File: src/rtl/cas_pkg.sv
// cas_pkg: state encoding and default widths shared by the cassette upload and download paths
package cas_pkg;
  localparam int CAS_ADDR_W = 16;
  localparam int CAS_LEN_W = 14;
  typedef enum logic [2:0] {IDLE, FETCH, LATCH, READY, DONE} cas_state_e;
endpackage

File: src/rtl/cas_upload_if.sv
// cas_upload_if: core RAM read port and hps_io ioctl upload signals
interface cas_upload_if import cas_pkg::*; #(parameter int ADDR_W = CAS_ADDR_W);
  logic [ADDR_W-1:0] mem_addr;
  logic mem_rd;
  logic [7:0] mem_din;
  logic ioctl_upload;
  logic ioctl_rd;
  logic [7:0] ioctl_din;
  logic ioctl_wait;
  modport master(output mem_addr, mem_rd, ioctl_upload, ioctl_din, ioctl_wait, input mem_din, ioctl_rd);
  modport slave(input mem_addr, mem_rd, ioctl_upload, ioctl_din, ioctl_wait, output mem_din, ioctl_rd);
endinterface

File: src/rtl/cas_upload.sv
// cas_upload: streams a cassette image from core RAM to the HPS over the ioctl upload path
module cas_upload import cas_pkg::*; #(
  parameter int ADDR_W = CAS_ADDR_W,
  parameter int LEN_W = CAS_LEN_W
) (
  input logic clk_sys,
  input logic reset_n,
  input logic start,
  input logic abort,
  input logic [ADDR_W-1:0] base,
  input logic [LEN_W-1:0] length,
  output logic busy,
  output logic done,
  output logic err,
  cas_upload_if.master io
);
  cas_state_e state, state_n;
  logic [ADDR_W-1:0] base_r;
  logic [LEN_W-1:0] len_r, ptr, cnt, cnt_inc;
  logic accept;
  assign accept = state == IDLE && start && !abort;
  assign cnt_inc = cnt + LEN_W'(1);
  assign io.mem_rd = state == FETCH;
  assign io.mem_addr = state == FETCH ? base_r + ADDR_W'(ptr) : '0;
  always_comb begin
    state_n = state;
    unique case (state)
      IDLE: state_n = accept ? (length == '0 ? DONE : FETCH) : IDLE;
      FETCH: state_n = LATCH;
      LATCH: state_n = READY;
      READY: state_n = io.ioctl_rd ? (cnt_inc == len_r ? DONE : FETCH) : READY;
      DONE: state_n = IDLE;
      default: state_n = IDLE;
    endcase
    if (abort) state_n = IDLE;
  end
  // outputs register the decode of the next state so they line up with state
  always_ff @(posedge clk_sys) begin
    if (!reset_n) begin
      state <= IDLE;
      base_r <= '0;
      len_r <= '0;
      ptr <= '0;
      cnt <= '0;
      busy <= 1'b0;
      done <= 1'b0;
      err <= 1'b0;
      io.ioctl_upload <= 1'b0;
      io.ioctl_wait <= 1'b0;
      io.ioctl_din <= '0;
    end else begin
      state <= state_n;
      busy <= state_n != IDLE;
      done <= state_n == DONE;
      io.ioctl_upload <= state_n inside {FETCH, LATCH, READY};
      io.ioctl_wait <= state_n inside {FETCH, LATCH};
      err <= accept ? 1'b0 : err | (io.ioctl_rd && !abort && state inside {FETCH, LATCH});
      if (accept) begin
        base_r <= base;
        len_r <= length;
        ptr <= '0;
        cnt <= '0;
      end
      if (state == LATCH) io.ioctl_din <= io.mem_din;
      if (state == READY && io.ioctl_rd && !abort) begin
        cnt <= cnt_inc;
        ptr <= state_n == FETCH ? ptr + LEN_W'(1) : ptr;
      end
    end
  end
endmodule

File: src/flat_wrapper.sv
// flat-port wrapper written by rule: the top's interface ports become plain ports
module cas_upload_flat import cas_pkg::*;
#(
  parameter int ADDR_W = CAS_ADDR_W,
  parameter int LEN_W = CAS_LEN_W
)
  (clk_sys, reset_n, start, abort, base, length, busy, done, err, io_mem_addr, io_mem_rd, io_ioctl_upload, io_ioctl_din, io_ioctl_wait, io_mem_din, io_ioctl_rd);
  cas_upload_if #(.ADDR_W(ADDR_W)) io_i ();
  input logic clk_sys;
  input logic reset_n;
  input logic start;
  input logic abort;
  input logic [ADDR_W-1:0] base;
  input logic [LEN_W-1:0] length;
  output logic busy;
  output logic done;
  output logic err;
  output wire logic [$bits(io_i.mem_addr)-1:0] io_mem_addr;
  output wire logic [$bits(io_i.mem_rd)-1:0] io_mem_rd;
  output wire logic [$bits(io_i.ioctl_upload)-1:0] io_ioctl_upload;
  output wire logic [$bits(io_i.ioctl_din)-1:0] io_ioctl_din;
  output wire logic [$bits(io_i.ioctl_wait)-1:0] io_ioctl_wait;
  input wire logic [$bits(io_i.mem_din)-1:0] io_mem_din;
  input wire logic [$bits(io_i.ioctl_rd)-1:0] io_ioctl_rd;
  assign io_mem_addr = io_i.mem_addr;
  assign io_mem_rd = io_i.mem_rd;
  assign io_ioctl_upload = io_i.ioctl_upload;
  assign io_ioctl_din = io_i.ioctl_din;
  assign io_ioctl_wait = io_i.ioctl_wait;
  assign io_i.mem_din = io_mem_din;
  assign io_i.ioctl_rd = io_ioctl_rd;
  cas_upload #(.ADDR_W(ADDR_W), .LEN_W(LEN_W)) u_core (.clk_sys(clk_sys), .reset_n(reset_n), .start(start), .abort(abort), .base(base), .length(length), .busy(busy), .done(done), .err(err), .io(io_i));
endmodule
File: config.mk
export PLATFORM = sky130hd
export DESIGN_NAME = cas_upload_flat
export DESIGN_NICKNAME = d
export VERILOG_FILES = /design/src/rtl/cas_pkg.sv /design/src/rtl/cas_upload_if.sv /design/src/rtl/cas_upload.sv /design/src/flat_wrapper.sv
export SDC_FILE = /design/constraint.sdc
export NUM_CORES = 1
export LEC_CHECK = 0
export ABC_AREA = 1
export CAP_MARGIN = 20
export CORE_ASPECT_RATIO = 1.5
export CORE_MARGIN = 4
export CORE_UTILIZATION = 54
export DETAILED_ROUTE_END_ITERATION = 12
export PLACE_DENSITY = 0.85
export SETUP_SLACK_MARGIN = 0.3
export SYNTH_ARGS = -nofsm -noshare
export SYNTH_HDL_FRONTEND = slang
export SYNTH_SLANG_ARGS = --single-unit
File: constraint.sdc
create_clock -name clk_sys -period 2.72 [get_ports clk_sys]
set_clock_uncertainty 0.05 [all_clocks]
set_input_delay 0.408 -clock clk_sys [delete_from_list [all_inputs] [get_ports clk_sys]]
set_output_delay 0.408 -clock clk_sys [all_outputs]
set_load 0.01 [all_outputs]
After elaboration in Yosys (flattened, before gate mapping) --
Cells that the tools add are included.
Storage, ports and cells: output and inout port bits 30, RAM bits 0, bits in read-only memories 0, bits of input ports 43, bits in latches 0, word-level logic and storage cells 52, register bits 74, memories kept 0
Cells by class: shift operators 0, bitwise gates (word level) 2, reductions and logical operators 16, multipliers 0, divide/modulo/power cells 0, $lt $le $gt $ge 0, add/sub/neg operators 3, muxes and demuxes 11, equal/unequal tests 9
Operators with widths (count):
- two-way mux 14 bit | 4
- adder 14 x 1 -> 14 bit, second input constant | 2
- adder 16 x 14 -> 16 bit | 1
- two-way mux 16 bit | 1
- two-way mux 3 bit | 5
- == test 14 bit | 1
- zero test 14 bit | 1
- == test 3 x 2 -> 1 bit, second input constant | 4
- one-hot mux 3 bit (4 select lines) | 1
- == test 3 x 1 -> 1 bit, second input constant | 2
- logical AND 1 bit | 6
- nonzero test 2 bit | 3
- nonzero test 3 bit | 2
- == test 3 bit, second input constant | 1
- zero test 3 bit | 1
- inequality test 2 x 1 -> 1 bit, second input constant | 1
- AND reduction 2 bit | 1
- OR reduction 2 bit | 1
- zero test 1 bit | 1
- inverter 1 bit | 1
- bitwise OR 1 bit | 1

Longest topological paths before layout --
word-level depth 9, gate-level depth with buffers 18, depth with buffers taken out 18

Least setup slack after synthesis --
No wires, ideal clock.
path kind reg2out, start point register u_core.ptr[0], end point output io_mem_addr[14], data arrival time 1.806 ns, buffers on the path 0, required time 2.262 ns, path slack 0.456 ns, cell stages (with the launch flop) 10, cell sequence dfxtp_1 > ha_1 > fa_1 > nand3_1 > nand2_1 > nand3_1 > o2111ai_1 > a21oi_1 > o21ai_0 > a21oi_1
Between the ends: cells in the longest elaborated chain, start to end 2
RTL lines:
- from (decl) | line cas_upload.sv:19 | logic [LEN_W-1:0] len_r, ptr, cnt, cnt_inc;
- from (signal assigned) | line cas_upload.sv:67 | ptr <= state_n == FETCH ? ptr + LEN_W'(1) : ptr;
- adder 16 x 14 -> 16 bit | line cas_upload.sv:24 | assign io.mem_addr = state == FETCH ? base_r + ADDR_W'(ptr) : '0;
- two-way mux 16 bit | line cas_upload.sv:24
- to (decl) | line flat_wrapper.sv:18 | output wire logic [$bits(io_i.mem_addr)-1:0] io_mem_addr;
No other way between the ends.

Worst setup path after layout --
start point register u_core.ptr[11], end point output io_mem_addr[12]
The elaborated chain is that of the path after synthesis.

==> results.rst <==
.. list-table::
   :header-rows: 1

   * - Metric
     - Value
   * - Routed Antenna Nets
     - 0
   * - Cell types occupying the most area after synthesis
     - sky130_fd_sc_hd__dfxtp_1 (35%), sky130_fd_sc_hd__nand2_1 (13%), sky130_fd_sc_hd__a21oi_1 (9.8%), sky130_fd_sc_hd__inv_1 (6.0%), sky130_fd_sc_hd__nand3_1 (5.7%)
   * - Filler cell count in the final layout
     - 415
   * - Transition time of the tightest slew-check pin
     - 0.9998 ns
   * - Setup CP Type
     - reg2out
   * - Placed cell area
     - 5394 um^2
   * - Period Utilization, post-route
     - 101.0%
   * - Number of nets in the layout
     - 832
   * - Worst Path Buf+Inv
     - 2
   * - Fmax achieved
     - 364.2 MHz
   * - Worst slew margin relative to its limit
     - 33.10%
   * - Fraction of layout cells with a size suffix above 1
     - 29.73%
   * - Detailed-routing iteration count for the pre-antenna-repair pass
     - 5
   * - Count of final hold-check violations
     - 0
   * - Total of warnings raised by yosys
     - 0
   * - Std-Cell Core Area
     - 7661 um^2
   * - Gp weighted congestion
     - 0.9321
   * - Share of total power in the clock network
     - 46.9%
   * - Synth Net Count
     - 695
   * - Initial core utilization
     - 55.90%
   * - Syn_area_per_cell
     - 6.745 um^2
   * - Quantity of hold-fixing buffers added after cts
     - 0
   * - Failing checks
     - negative setup slack
   * - Antenna violations before repair
     - 0
   * - Global-route wire length before repair
     - 22760 um
   * - Number of flip-flops and latches in the synthesized netlist
     - 74
   * - Wire length on met3
     - 1358 um
   * - Clock Sinks
     - 74
   * - Total CTS buffers
     - 9
   * - Final HPWL DP
     - 8773 um
   * - Slowest cell on the critical path
     - sky130_fd_sc_hd__dfxtp_1
   * - Run status
     - finished with violations
   * - Final standard cell utilization of the core
     - 85.74%
   * - CTS tree
     - built
   * - Count of endpoints failing setup in the final report
     - 3
   * - Sw power
     - 0.7623 mW
   * - Antenna Cells
     - 0
   * - Footprint of the multi-input gates
     - 3019 um^2
   * - Critical path fanouts, max
     - 3
   * - Critical path capture point type
     - primary output
   * - Share of synthesized area occupied by flip-flops and latches
     - 34.59%
   * - Overall Global Routing Usage
     - 30.95%
   * - Largest stage delay on the critical path
     - 0.37 ns
   * - Via count of the first global-routing pass
     - 4975
   * - Fraction of power consumed by combinational cells
     - 14.8%
   * - Cell accounting for the most synthesized area
     - sky130_fd_sc_hd__dfxtp_1
   * - H-tree depth
     - 3
   * - Met1 WL
     - 5876 um
   * - Drt via density
     - 6.097
   * - Pin count of the biggest net entering global routing
     - 51
   * - Max rail drop VDD
     - 626.2 uV
   * - Post-synthesis cell count
     - 635
   * - Element type at the critical path start
     - register
   * - Fraction of post-synthesis cell area in the top cell type by area
     - 34.59%
   * - Die height
     - 117.1 um
   * - Routed wl met2
     - 8643 um
   * - Longest Clk Path Bufs
     - 2
   * - Horizontal die dimension
     - 80.72 um
   * - Class of the most critical hold timing path
     - reg2reg
   * - Count of port buffers added during placement
     - 72
   * - Netlist area before placement
     - 4283 um^2
   * - Final critical-path setup slack
     - -0.02604 ns
   * - Register Area
     - 1514 um^2
   * - Initial DRC count
     - 513
   * - Sequential cell fraction of total power
     - 38.3%
   * - Post-synthesis to final-layout area growth
     - 53.37%
   * - Crit path cell chain
     - ha_1 > nand2_1 > nor2_4 > nand3_4 > o2111ai_4 > buf_4 > o21ai_1 > a21oi_1 > buf_2
   * - Insertion delay to the later sink of the worst-skew pair
     - 0.34 ns
   * - Minimum clock period after layout
     - 2.746 ns
   * - Lkg Pwr
     - 2.740 nW
   * - Standard-cell rows
     - 39
   * - DRC violation count after routing
     - 0
   * - I/O pin count
     - 73
   * - Die area
     - 9450 um^2
   * - Global route total overflow
     - 0
   * - Final Routed Wirelength
     - 17230 um
   * - Dominant delay contributor by cell family on the critical path
     - simple AND/OR/NAND/NOR gates
   * - Worst path required time
     - 2.26 ns
   * - Highest routing layer actually used
     - met4
   * - Internal power
     - 2.250 mW
   * - Count of distinct cell types in the synthesized netlist
     - 38
   * - RSZ-0062 raised after global routing
     - yes
   * - DR vias
     - 5359
   * - Clock Pin Slew Worst Setup and Hold Paths
     - 0.06 ns
   * - Power Dens Cells
     - 458.6 nW/um^2
   * - Number of max-cap violations
     - 0
   * - Final Cell Area
     - 6569 um^2
   * - WL per Instance
     - 19.61 um
   * - Final-report max-slew violation count
     - 0
   * - Data arrival time of the critical path
     - 2.29 ns
   * - Switch share
     - 25.31%
   * - Clk root buf
     - sky130_fd_sc_hd__clkbuf_16
==> registers in the layout, summed over array words and instances (netlist names) <==
| register | count |
|---|---|
| u_core.base_r | 16 |
| u_core.cnt | 14 |
| u_core.done | 1 |
| u_core.state | 3 |
| u_core.len_r | 14 |
| u_core.io.ioctl_upload | 1 |
| u_core.ptr | 14 |
| u_core.err | 1 |
| u_core.io.ioctl_din | 8 |
| u_core.busy | 1 |
| u_core.io.ioctl_wait | 1 |
==> cell type report <==
class / instances / area share (%)
clock inverter: 4 / 1.505
inverter: 71 / 4.057
timing repair buffer: 145 / 19.73
multi-input combinational: 471 / 45.96
clock buffer: 12 / 3.752
tap: 102 / 1.943
sequential: 74 / 23.05
==> power groups by stage <==
| stage | Clock (mW) | Combinational [mW] | Sequential [mW] |
|---|---|---|---|
| CTS | 1.40 | 0.360 | 1.15 |
| global placement | 0 | 0.317 | 1.16 |
| detailed placement | 0 | 0.325 | 1.17 |
| finish | 1.41 | 0.446 | 1.15 |
| floorplan | 0 | 0.161 | 1.17 |
| global route | 1.46 | 0.468 | 1.15 |
==> final timing paths <==
kind                         start               end  slack (ns)  depth (start not counted)
setup / recovery    u_core.ptr[11]   io_mem_addr[12]       -0.03                          9
hold / removal    u_core.len_r[10]  u_core.len_r[10]        0.42                          2
setup reg to reg     u_core.cnt[0]    u_core.ptr[13]        0.28                         15
hold reg to reg   u_core.len_r[10]  u_core.len_r[10]        0.42                          2
==> worst min-delay path, stage by stage, from the launching register on <==
cell and delay, ns:
sky130_fd_sc_hd__dfxtp_1 0.30, sky130_fd_sc_hd__inv_1 0.07, sky130_fd_sc_hd__a21oi_1 0.06
==> routing by layer <==
metal / GRT usage [%] / vias to the layer above
li1: - / 2384
met3: 6.508 / 119
met4: 19.50 / 0
met2: 56.64 / 350
met1: 31.53 / 2506
met5: 0 / -
==> logic make-up after synthesis <==
| group | synth area share (%) |
|---|---|
| AO/OA/AOI/OAI | 16.74 |
| AND/OR/NAND/NOR | 32.34 |
| XOR/XNOR | 3.097 |
| adder cells (fa/ha/maj) | 5.142 |
| buffers and inverters | 8.092 |
| flip-flops | 34.59 |
==> what timing repair did <==
item                                    CTS  global route
hold endpoints to repair                  0             0
pin swaps                                34            55
endpoints found under the setup margin   16            32
resized for setup                       117           103
cloned                                    0             2
setup buffers                            12            15
==> per-stage QoR <==
stage | power (mW) | TNS [ns] | setup slack (ns) | instances | hold slack, ns
finish | 3.012 | -0.04123 | -0.02604 | 879 | 0.4203
detailed placement | 1.492 | -0.3596 | -0.1347 | 834 | 0.4120
floorplan | 1.327 | 0 | 0.4560 | 635 | 0.3810
global placement | 1.481 | -0.1741 | -0.1006 | 834 | 0.3966
global route | 3.085 | -0.3912 | -0.1430 | 879 | 0.4445
CTS | 2.913 | 0 | 0.08753 | 862 | 0.4243
==> synthesized netlist by cell type, drive strengths merged <==
| cell | count |
|---|---|
| buf | 4 |
| o2111ai | 1 |
| a21oi | 85 |
| nor2 | 72 |
| a22oi | 1 |
| fa | 1 |
| nand4 | 10 |
| xor2 | 8 |
| clkbuf | 15 |
| o21bai | 1 |
| inv | 70 |
| dfxtp | 74 |
| ha | 16 |
| xnor2 | 2 |
| a21o | 1 |
| a31oi | 3 |
| o21ai | 43 |
| xnor3 | 2 |
| nor4 | 4 |
| nand2 | 149 |
| a211oi | 1 |
| clkinv | 1 |
| nand3 | 56 |
| o21a | 1 |
| nor3 | 14 |
==> placed cells by master, fill, tap and decap left out, types with 11 or more instances in the layout <==
master                            count
sky130_fd_sc_hd__inv_1               66
sky130_fd_sc_hd__clkdlybuf4s50_1     56
sky130_fd_sc_hd__ha_4                11
sky130_fd_sc_hd__buf_4               58
sky130_fd_sc_hd__nand3_2             14
sky130_fd_sc_hd__buf_2               11
sky130_fd_sc_hd__nor2_1              50
sky130_fd_sc_hd__nand2_4             13
sky130_fd_sc_hd__buf_6               12
sky130_fd_sc_hd__nand2_2             14
sky130_fd_sc_hd__nand3_1             38
sky130_fd_sc_hd__dfxtp_1             54
sky130_fd_sc_hd__nand2_1            122
sky130_fd_sc_hd__a21oi_1             72
sky130_fd_sc_hd__clkbuf_16           11
sky130_fd_sc_hd__o21ai_0             31
sky130_fd_sc_hd__dfxtp_2             17
sky130_fd_sc_hd__nor2_2              11
(Power assumes the default switching activity.)
